<file path="src/rtl/attn_pkg.sv">
// Shared types and constants for the attention decode-step sequencer.
package attn_pkg;

    // Sequencer states, one per engine phase plus a WAIT_* state per engine handshake.
    typedef enum logic [3:0] {
        StIdle,
        StProj,
        StWaitProj,
        StWriteKv,
        StLoad,
        StDrain,
        StQk,
        StWaitQk,
        StSm,
        StWaitSm,
        StAr,
        StWaitAr
    } state_e;

    // err_code values reported alongside done.
    localparam logic [1:0] ErrNone    = 2'd0;
    localparam logic [1:0] ErrFull    = 2'd1;
    localparam logic [1:0] ErrTimeout = 2'd2;

    // err_stage values. Timeouts can only fire in the four WAIT_* states, so a compact
    // 3-bit code identifies them instead of the full 4-bit state encoding.
    localparam logic [2:0] StageNone = 3'd0;
    localparam logic [2:0] StageProj = 3'd1;
    localparam logic [2:0] StageQk   = 3'd2;
    localparam logic [2:0] StageSm   = 3'd3;
    localparam logic [2:0] StageAr   = 3'd4;

    function automatic logic [2:0] stage_of(input state_e s);
        logic [2:0] code;
        case (s)
            StWaitProj: code = StageProj;
            StWaitQk:   code = StageQk;
            StWaitSm:   code = StageSm;
            StWaitAr:   code = StageAr;
            default:    code = StageNone;
        endcase
        return code;
    endfunction

    function automatic int unsigned max3(input int unsigned a, input int unsigned b,
                                         input int unsigned c);
        int unsigned m;
        m = (a > b) ? a : b;
        return (m > c) ? m : c;
    endfunction

endpackage

</file>
<file path="src/rtl/attn_rd_delay.sv">
// Delays the cache read strobe and its chronological index by the cache read latency,
// producing the load-buffer write strobe and index.
module attn_rd_delay
    import attn_pkg::*;
#(
    parameter int unsigned RD_LAT = 1,
    parameter int unsigned AW     = 11
) (
    input  logic          clk,
    input  logic          rst,
    input  logic          i_we,
    input  logic [AW-1:0] i_idx,
    output logic          o_we,
    output logic [AW-1:0] o_idx
);

    logic [RD_LAT-1:0] r_we_sr;
    logic [AW-1:0]     r_idx_sr [RD_LAT];

    // Shift the strobe and index together; stage 0 is one cycle behind the input.
    always_ff @(posedge clk) begin
        if (rst) begin
            r_we_sr <= '0;
            for (int i = 0; i < int'(RD_LAT); i++) begin
                r_idx_sr[i] <= '0;
            end
        end else begin
            r_we_sr[0]  <= i_we;
            r_idx_sr[0] <= i_idx;
            for (int i = 1; i < int'(RD_LAT); i++) begin
                r_we_sr[i]  <= r_we_sr[i-1];
                r_idx_sr[i] <= r_idx_sr[i-1];
            end
        end
    end

    assign o_we  = r_we_sr[RD_LAT-1];
    assign o_idx = r_idx_sr[RD_LAT-1];

endmodule

</file>
<file path="src/rtl/attn_step_seq.sv">
// Control sequencer for one multi-head-attention decode step. Tracks the live KV length,
// writes the new token into a ring or stop-when-full cache, streams cache reads in
// chronological order, and hands off to the QK, softmax and reader engines with a timeout
// on every handshake. Carries no datapath.
module attn_step_seq
    import attn_pkg::*;
#(
    parameter int unsigned D         = 64,
    parameter int unsigned SEQ_LEN   = 2048,
    parameter int unsigned RD_LAT    = 1,
    parameter int unsigned WRAP_MODE = 1,
    parameter int unsigned TIMEOUT   = 65535,
    localparam int unsigned AW       = $clog2(SEQ_LEN),
    localparam int unsigned LW       = $clog2(SEQ_LEN + 1)
) (
    input  logic          clk,
    input  logic          rst,
    input  logic          i_start,
    input  logic          i_clear,
    output logic          o_proj_start,
    output logic          o_proj_valid,
    input  logic          i_proj_done,
    output logic          o_kv_we,
    output logic [AW-1:0] o_kv_waddr,
    output logic          o_kv_rd_en,
    output logic [AW-1:0] o_kv_raddr,
    output logic          o_ld_we,
    output logic [AW-1:0] o_ld_idx,
    output logic [LW-1:0] o_act_len,
    output logic          o_qk_start,
    output logic          o_sm_start,
    output logic          o_ar_start,
    input  logic          i_qk_done,
    input  logic          i_sm_done,
    input  logic          i_ar_done,
    output logic          o_busy,
    output logic          o_done,
    output logic          o_err,
    output logic [1:0]    o_err_code,
    output logic [2:0]    o_err_stage
);

    // One counter serves the projection beats, the drain wait and the handshake timeout;
    // those phases never overlap.
    localparam int unsigned CW = $clog2(max3(D, RD_LAT, TIMEOUT) + 1);

    state_e        r_state;
    logic [CW-1:0] r_cnt;
    logic [LW-1:0] r_len;
    logic [AW-1:0] r_wr_ptr;
    logic [AW-1:0] r_rd_idx;

    logic          r_proj_start;
    logic          r_proj_valid;
    logic          r_kv_we;
    logic [AW-1:0] r_kv_waddr;
    logic          r_kv_rd_en;
    logic [AW-1:0] r_kv_raddr;
    logic          r_qk_start;
    logic          r_sm_start;
    logic          r_ar_start;
    logic          r_busy;
    logic          r_done;
    logic          r_err;
    logic [1:0]    r_err_code;
    logic [2:0]    r_err_stage;

    logic          w_full;
    logic          w_reject;
    logic [LW-1:0] w_len_nx;
    logic [AW-1:0] w_wp_nx;
    logic [AW-1:0] w_base;
    logic [AW-1:0] w_raddr_inc;
    logic          w_last_rd;
    logic          w_timeout;
    logic          w_eng_done;

    assign w_full      = (r_len == LW'(SEQ_LEN));
    assign w_reject    = w_full && (WRAP_MODE == 0);
    assign w_len_nx    = w_full ? r_len : r_len + LW'(1);
    assign w_wp_nx     = (r_wr_ptr == AW'(SEQ_LEN - 1)) ? '0 : r_wr_ptr + AW'(1);
    // Once full, the oldest token sits just past the newest write.
    assign w_base      = (w_len_nx == LW'(SEQ_LEN)) ? w_wp_nx : '0;
    assign w_raddr_inc = (r_kv_raddr == AW'(SEQ_LEN - 1)) ? '0 : r_kv_raddr + AW'(1);
    assign w_last_rd   = (LW'(r_rd_idx) == r_len - LW'(1));
    assign w_timeout   = (TIMEOUT != 0) && (r_cnt == CW'(TIMEOUT - 1));

    // Select the done input belonging to the current WAIT_* state; others are ignored.
    always_comb begin
        w_eng_done = 1'b0;
        unique case (r_state)
            StWaitProj: w_eng_done = i_proj_done;
            StWaitQk:   w_eng_done = i_qk_done;
            StWaitSm:   w_eng_done = i_sm_done;
            StWaitAr:   w_eng_done = i_ar_done;
            default:    w_eng_done = 1'b0;
        endcase
    end

    // Step FSM; outputs are registered and set on the transition into the state they belong to.
    always_ff @(posedge clk) begin
        if (rst) begin
            r_state      <= StIdle;
            r_cnt        <= '0;
            r_len        <= '0;
            r_wr_ptr     <= '0;
            r_rd_idx     <= '0;
            r_proj_start <= 1'b0;
            r_proj_valid <= 1'b0;
            r_kv_we      <= 1'b0;
            r_kv_waddr   <= '0;
            r_kv_rd_en   <= 1'b0;
            r_kv_raddr   <= '0;
            r_qk_start   <= 1'b0;
            r_sm_start   <= 1'b0;
            r_ar_start   <= 1'b0;
            r_busy       <= 1'b0;
            r_done       <= 1'b0;
            r_err        <= 1'b0;
            r_err_code   <= ErrNone;
            r_err_stage  <= StageNone;
        end else begin
            // Single-cycle pulses and the done qualifiers default low.
            r_proj_start <= 1'b0;
            r_kv_we      <= 1'b0;
            r_qk_start   <= 1'b0;
            r_sm_start   <= 1'b0;
            r_ar_start   <= 1'b0;
            r_done       <= 1'b0;
            r_err        <= 1'b0;
            r_err_code   <= ErrNone;
            r_err_stage  <= StageNone;

            unique case (r_state)
                StIdle: begin
                    if (i_start) begin
                        r_state      <= StProj;
                        r_busy       <= 1'b1;
                        r_cnt        <= '0;
                        r_proj_valid <= 1'b1;
                        r_proj_start <= 1'b1;
                    end else if (i_clear) begin
                        r_len    <= '0;
                        r_wr_ptr <= '0;
                    end
                end
                StProj: begin
                    if (r_cnt == CW'(D - 1)) begin
                        r_state      <= StWaitProj;
                        r_proj_valid <= 1'b0;
                        r_cnt        <= '0;
                    end else begin
                        r_cnt <= r_cnt + CW'(1);
                    end
                end
                StWriteKv: begin
                    if (w_reject) begin
                        r_state    <= StIdle;
                        r_busy     <= 1'b0;
                        r_done     <= 1'b1;
                        r_err      <= 1'b1;
                        r_err_code <= ErrFull;
                    end else begin
                        r_state    <= StLoad;
                        r_wr_ptr   <= w_wp_nx;
                        r_len      <= w_len_nx;
                        r_kv_rd_en <= 1'b1;
                        r_kv_raddr <= w_base;
                        r_rd_idx   <= '0;
                    end
                end
                StLoad: begin
                    if (w_last_rd) begin
                        r_state    <= StDrain;
                        r_kv_rd_en <= 1'b0;
                        r_cnt      <= '0;
                    end else begin
                        r_rd_idx   <= r_rd_idx + AW'(1);
                        r_kv_raddr <= w_raddr_inc;
                    end
                end
                StDrain: begin
                    if (r_cnt == CW'(RD_LAT - 1)) begin
                        r_state    <= StQk;
                        r_qk_start <= 1'b1;
                    end else begin
                        r_cnt <= r_cnt + CW'(1);
                    end
                end
                StQk: begin
                    r_state <= StWaitQk;
                    r_cnt   <= '0;
                end
                StSm: begin
                    r_state <= StWaitSm;
                    r_cnt   <= '0;
                end
                StAr: begin
                    r_state <= StWaitAr;
                    r_cnt   <= '0;
                end
                StWaitProj, StWaitQk, StWaitSm, StWaitAr: begin
                    if (w_eng_done) begin
                        unique case (r_state)
                            StWaitProj: begin
                                r_state    <= StWriteKv;
                                r_kv_we    <= !w_reject;
                                r_kv_waddr <= r_wr_ptr;
                            end
                            StWaitQk: begin
                                r_state    <= StSm;
                                r_sm_start <= 1'b1;
                            end
                            StWaitSm: begin
                                r_state    <= StAr;
                                r_ar_start <= 1'b1;
                            end
                            default: begin
                                r_state <= StIdle;
                                r_busy  <= 1'b0;
                                r_done  <= 1'b1;
                            end
                        endcase
                    end else if (w_timeout) begin
                        r_state     <= StIdle;
                        r_busy      <= 1'b0;
                        r_done      <= 1'b1;
                        r_err       <= 1'b1;
                        r_err_code  <= ErrTimeout;
                        r_err_stage <= stage_of(r_state);
                    end else if (TIMEOUT != 0) begin
                        r_cnt <= r_cnt + CW'(1);
                    end
                end
                default: begin
                    r_state <= StIdle;
                    r_busy  <= 1'b0;
                end
            endcase
        end
    end

    attn_rd_delay #(
        .RD_LAT(RD_LAT),
        .AW    (AW)
    ) u_rd_delay (
        .clk  (clk),
        .rst  (rst),
        .i_we (r_kv_rd_en),
        .i_idx(r_rd_idx),
        .o_we (o_ld_we),
        .o_idx(o_ld_idx)
    );

    assign o_proj_start = r_proj_start;
    assign o_proj_valid = r_proj_valid;
    assign o_kv_we      = r_kv_we;
    assign o_kv_waddr   = r_kv_waddr;
    assign o_kv_rd_en   = r_kv_rd_en;
    assign o_kv_raddr   = r_kv_raddr;
    assign o_act_len    = r_len;
    assign o_qk_start   = r_qk_start;
    assign o_sm_start   = r_sm_start;
    assign o_ar_start   = r_ar_start;
    assign o_busy       = r_busy;
    assign o_done       = r_done;
    assign o_err        = r_err;
    assign o_err_code   = r_err_code;
    assign o_err_stage  = r_err_stage;

endmodule

</file>
<file path="config.mk">
export PLATFORM = sky130hd
export DESIGN_NAME = attn_step_seq
export DESIGN_NICKNAME = d
export VERILOG_FILES = /design/src/rtl/attn_pkg.sv /design/src/rtl/attn_rd_delay.sv /design/src/rtl/attn_step_seq.sv
export SDC_FILE = /design/constraint.sdc
export NUM_CORES = 1
export LEC_CHECK = 0
export ABC_AREA = 1
export CORE_MARGIN = 2
export CORE_UTILIZATION = 45
export DETAILED_ROUTE_END_ITERATION = 8
export PLACE_DENSITY = 0.66
export SYNTH_ARGS = -nofsm -noshare
export SYNTH_HDL_FRONTEND = slang
export SYNTH_SLANG_ARGS = --single-unit
</file>
<file path="constraint.sdc">
create_clock -name clk -period 2.2 [get_ports clk]
set_input_delay 0.44 -clock clk [delete_from_list [all_inputs] [get_ports clk]]
set_output_delay 0.44 -clock clk [all_outputs]
set_load 0.01 [all_outputs]
</file>
==> results.cfg <==
[floorplanning]
fp.dieW_um = 120
die-area_um2 = 14400
die_y_um = 120
ios = 69
start_util_pct = 45.8
core_um2 = 13200
std_cell_rows = 42

[synth]
synth-seq-area-share_pct = 33.5
yosys_warnings = 0
synth_top_flop_cell = dfxtp_1
synth_top_area_cell = dfxtp_1
ys_seq_elements = 101
async_flop_share_pct = 0
synth-edff-count = 0
netlist.area_leader.share_pct = 33.5
synth.area.top_cells = dfxtp_1 (33%), nand2_1 (16%), nand3_1 (7.9%), nor2_1 (7.1%), a21oi_1 (6.1%)
synth_area_um2 = 6040
syn_inst = 936
avgSynthCellArea_um2 = 6.45
synth_cell_types = 38
synth_most_common_cell = nand2_1
synth_nets = 952
synthTopCellsByCount = nand2_1 (251), nor2_1 (114), dfxtp_1 (101)

[power]
total_power_mw = 5.85
peakVddDrop_uv = 405
powerDensity_nw_per_um2 = 779
power_leakage_nw = 3.03

[place]
hpwlAfterDp_um = 11300
dp_slack_ps = 54.6
routabilityCongestion = 0.892
place_area_um2 = 6930
port-buffer-count = 67

[worst_setup_path]
cp_slowest_stage_delay_ps = 350
crit_required_ps = 2500
crit_arrival_ps = 2440
start_kind = flop
critical_path.cell_chain = buf_4 > ha_1 > nand3_2 > nor3_2 > nand3_1 > nand2_1 > nand2_1 > nor2_1 > nand4_1 > buf_4 > nor2_2 > nor2_4 > nor2_2
worstSetupPathType = reg2reg
critical-path-slowest-cell = dfxtp_2
worstPathMaxFanout = 11
end_kind = flop

[route]
route.detailed.drc = 0
dr.pass1.iters = 6
finalWirelength_um = 16200
drtIter0Drc = 490
avgViaCountPerCell = 5.10
wire_per_inst_um = 13.5
detailroute.via_count = 6105
detail-route-antenna-nets = 0

[status]
status = completed

[layout]
fin_util_pct = 56.9
layout-drive-gt1-share_pct = 13.6
final_nets = 1033
diodes = 0
area_delta_synth_final_pct = 24.3
design_area_um2 = 7510
fillers = 1262

[timing]
fin_hold_ws_ps = 426
hold_violations = 0
fin_crit_ps = 2140
maxSlewViolCount = 0
max_freq_ghz = 0.467
fin_ws_ps = 60.6
setup_viol = 0
rsz0062_at_grt = true
skew_ps = 8.50
fin_crit_sh_pct = 97.2

[clock_tree]
cts_tree = built
clock_latency_ps = 350
clkSlewWorstSetupHoldPaths_ps = 70
cts_sinks = 101
numCtsBuffers = 9
cts_root_buf = clkbuf_16
htreeDepth = 3
cts_max_path_buffers = 2

[min_path]
hp-class = in2reg

[grt]
grt_pass1_vias = 5341
grt_max_degree = 31
track_usage_pct = 22.2
grt_overflow = 0
grt_pass1_wl_um = 26000
antenna_found_initial = 0

[job]
max_cap_viol_count = 0
-- routing by layer --
metal | part of all wire [%] | vias to the layer above | track usage, %
li1 | - | 3148 | -
met1 | 48 | 2784 | 31.6
met2 | 46 | 157 | 34.5
met3 | 5.1 | 16 | 3.80
met4 | 1.1 | 0 | 6.18
met5 | 0 | - | 0
-- cell families after synthesis --
kind of cell / after synthesis / share of synthesized area (%)
adders and majority gates: 8 / 1.66
buffers and inverters: 145 / 10.8
xor gates and xnor gates: 38 / 5.51
AOI/OAI and AO/OA: 97 / 8.43
other: 1 / 0.0621
DFF: 101 / 33.5
and+or+nand+nor: 546 / 40.1
-- registers in the layout, indices dropped and copies added, names as in the netlist, 3 cells and up --
name / count
o_act_len: 12
r_wr_ptr: 11
o_kv_waddr: 11
o_kv_raddr: 11
u_rd_delay.r_idx_sr: 11
r_state: 4
r_cnt: 16
r_rd_idx: 11
o_err_stage: 3
-- layout by cell type (no fill, tap or decap), types with 2 or more instances in the layout --
| master | count |
|---|---|
| a21oi_1 | 74 |
| buf_4 | 41 |
| buf_6 | 4 |
| clkbuf_1 | 2 |
| clkbuf_16 | 9 |
| clkdlybuf4s50_1 | 66 |
| dfxtp_1 | 95 |
| dfxtp_2 | 6 |
| ha_1 | 7 |
| inv_1 | 92 |
| inv_2 | 6 |
| nand2_1 | 239 |
| nand2_2 | 14 |
| nand2_8 | 6 |
| nand3_1 | 92 |
| nand3_2 | 5 |
| nand3b_1 | 4 |
| nand4_1 | 19 |
| nor2_1 | 107 |
| nor2_2 | 21 |
| nor2_4 | 7 |
| nor3_1 | 18 |
| nor3_2 | 2 |
| nor4_1 | 7 |
| o21ai_0 | 14 |
| o21ai_2 | 2 |
| o21bai_1 | 2 |
| or2_2 | 5 |
| xnor2_1 | 5 |
| xor2_1 | 33 |
-- critical path: cells and delay by family, from the launching register on --
family                   cells  cell delay, ps
flip-flops                   1             350
buffers and inverters        2             350
adder cells (fa/ha/maj)      1             200
AND/OR/NAND/NOR             10            1180
-- through the flow --
step,setup TNS (ps),std cells
2_1_floorplan,0,936
3_3_place_gp,0,1170
3_5_place_dp,0,1170
4_1_cts,0,1186
5_1_grt,-806,1198
6_report,0,1198
-- report_power, final --
part / internal [mW] / switching, mW
Sequential: 1.99 / 0.164
Clock: 0.887 / 0.712
Combinational: 0.830 / 1.27
Total: 3.70 / 2.14
-- worst paths after layout --
check,start,endpoint,slack [ps],depth (start not counted)
hold / removal,rst,u_rd_delay.r_idx_sr[0][0]$_SDFF_PP0_,430,2
setup / recovery,o_act_len[0]$_SDFFE_PP0P_,o_kv_raddr[1]$_SDFFE_PP0P_,60,13
setup reg to reg,o_act_len[0]$_SDFFE_PP0P_,o_kv_raddr[1]$_SDFFE_PP0P_,60,13
hold reg to reg,o_busy$_SDFFE_PP0P_,o_busy$_SDFFE_PP0P_,460,2
-- what timing repair did --
action	4_1_cts	5_1_grt
hold buffers	0	0
resized for setup	0	49
endpoints found under the setup margin	0	42
setup buffers	0	9
-- cell type report --
class,count,area (um^2),share of cell area (%)
Clock inverter,5,60.1,0.800
Multi-Input combinational cell,693,3550,47.3
Clock buffer,11,233,3.10
Tap cell,176,220,2.93
Timing Repair Buffer,113,1040,13.8
Sequential cell,101,2030,27.0
Inverter,99,374,4.98
(Power assumes the default switching activity.)
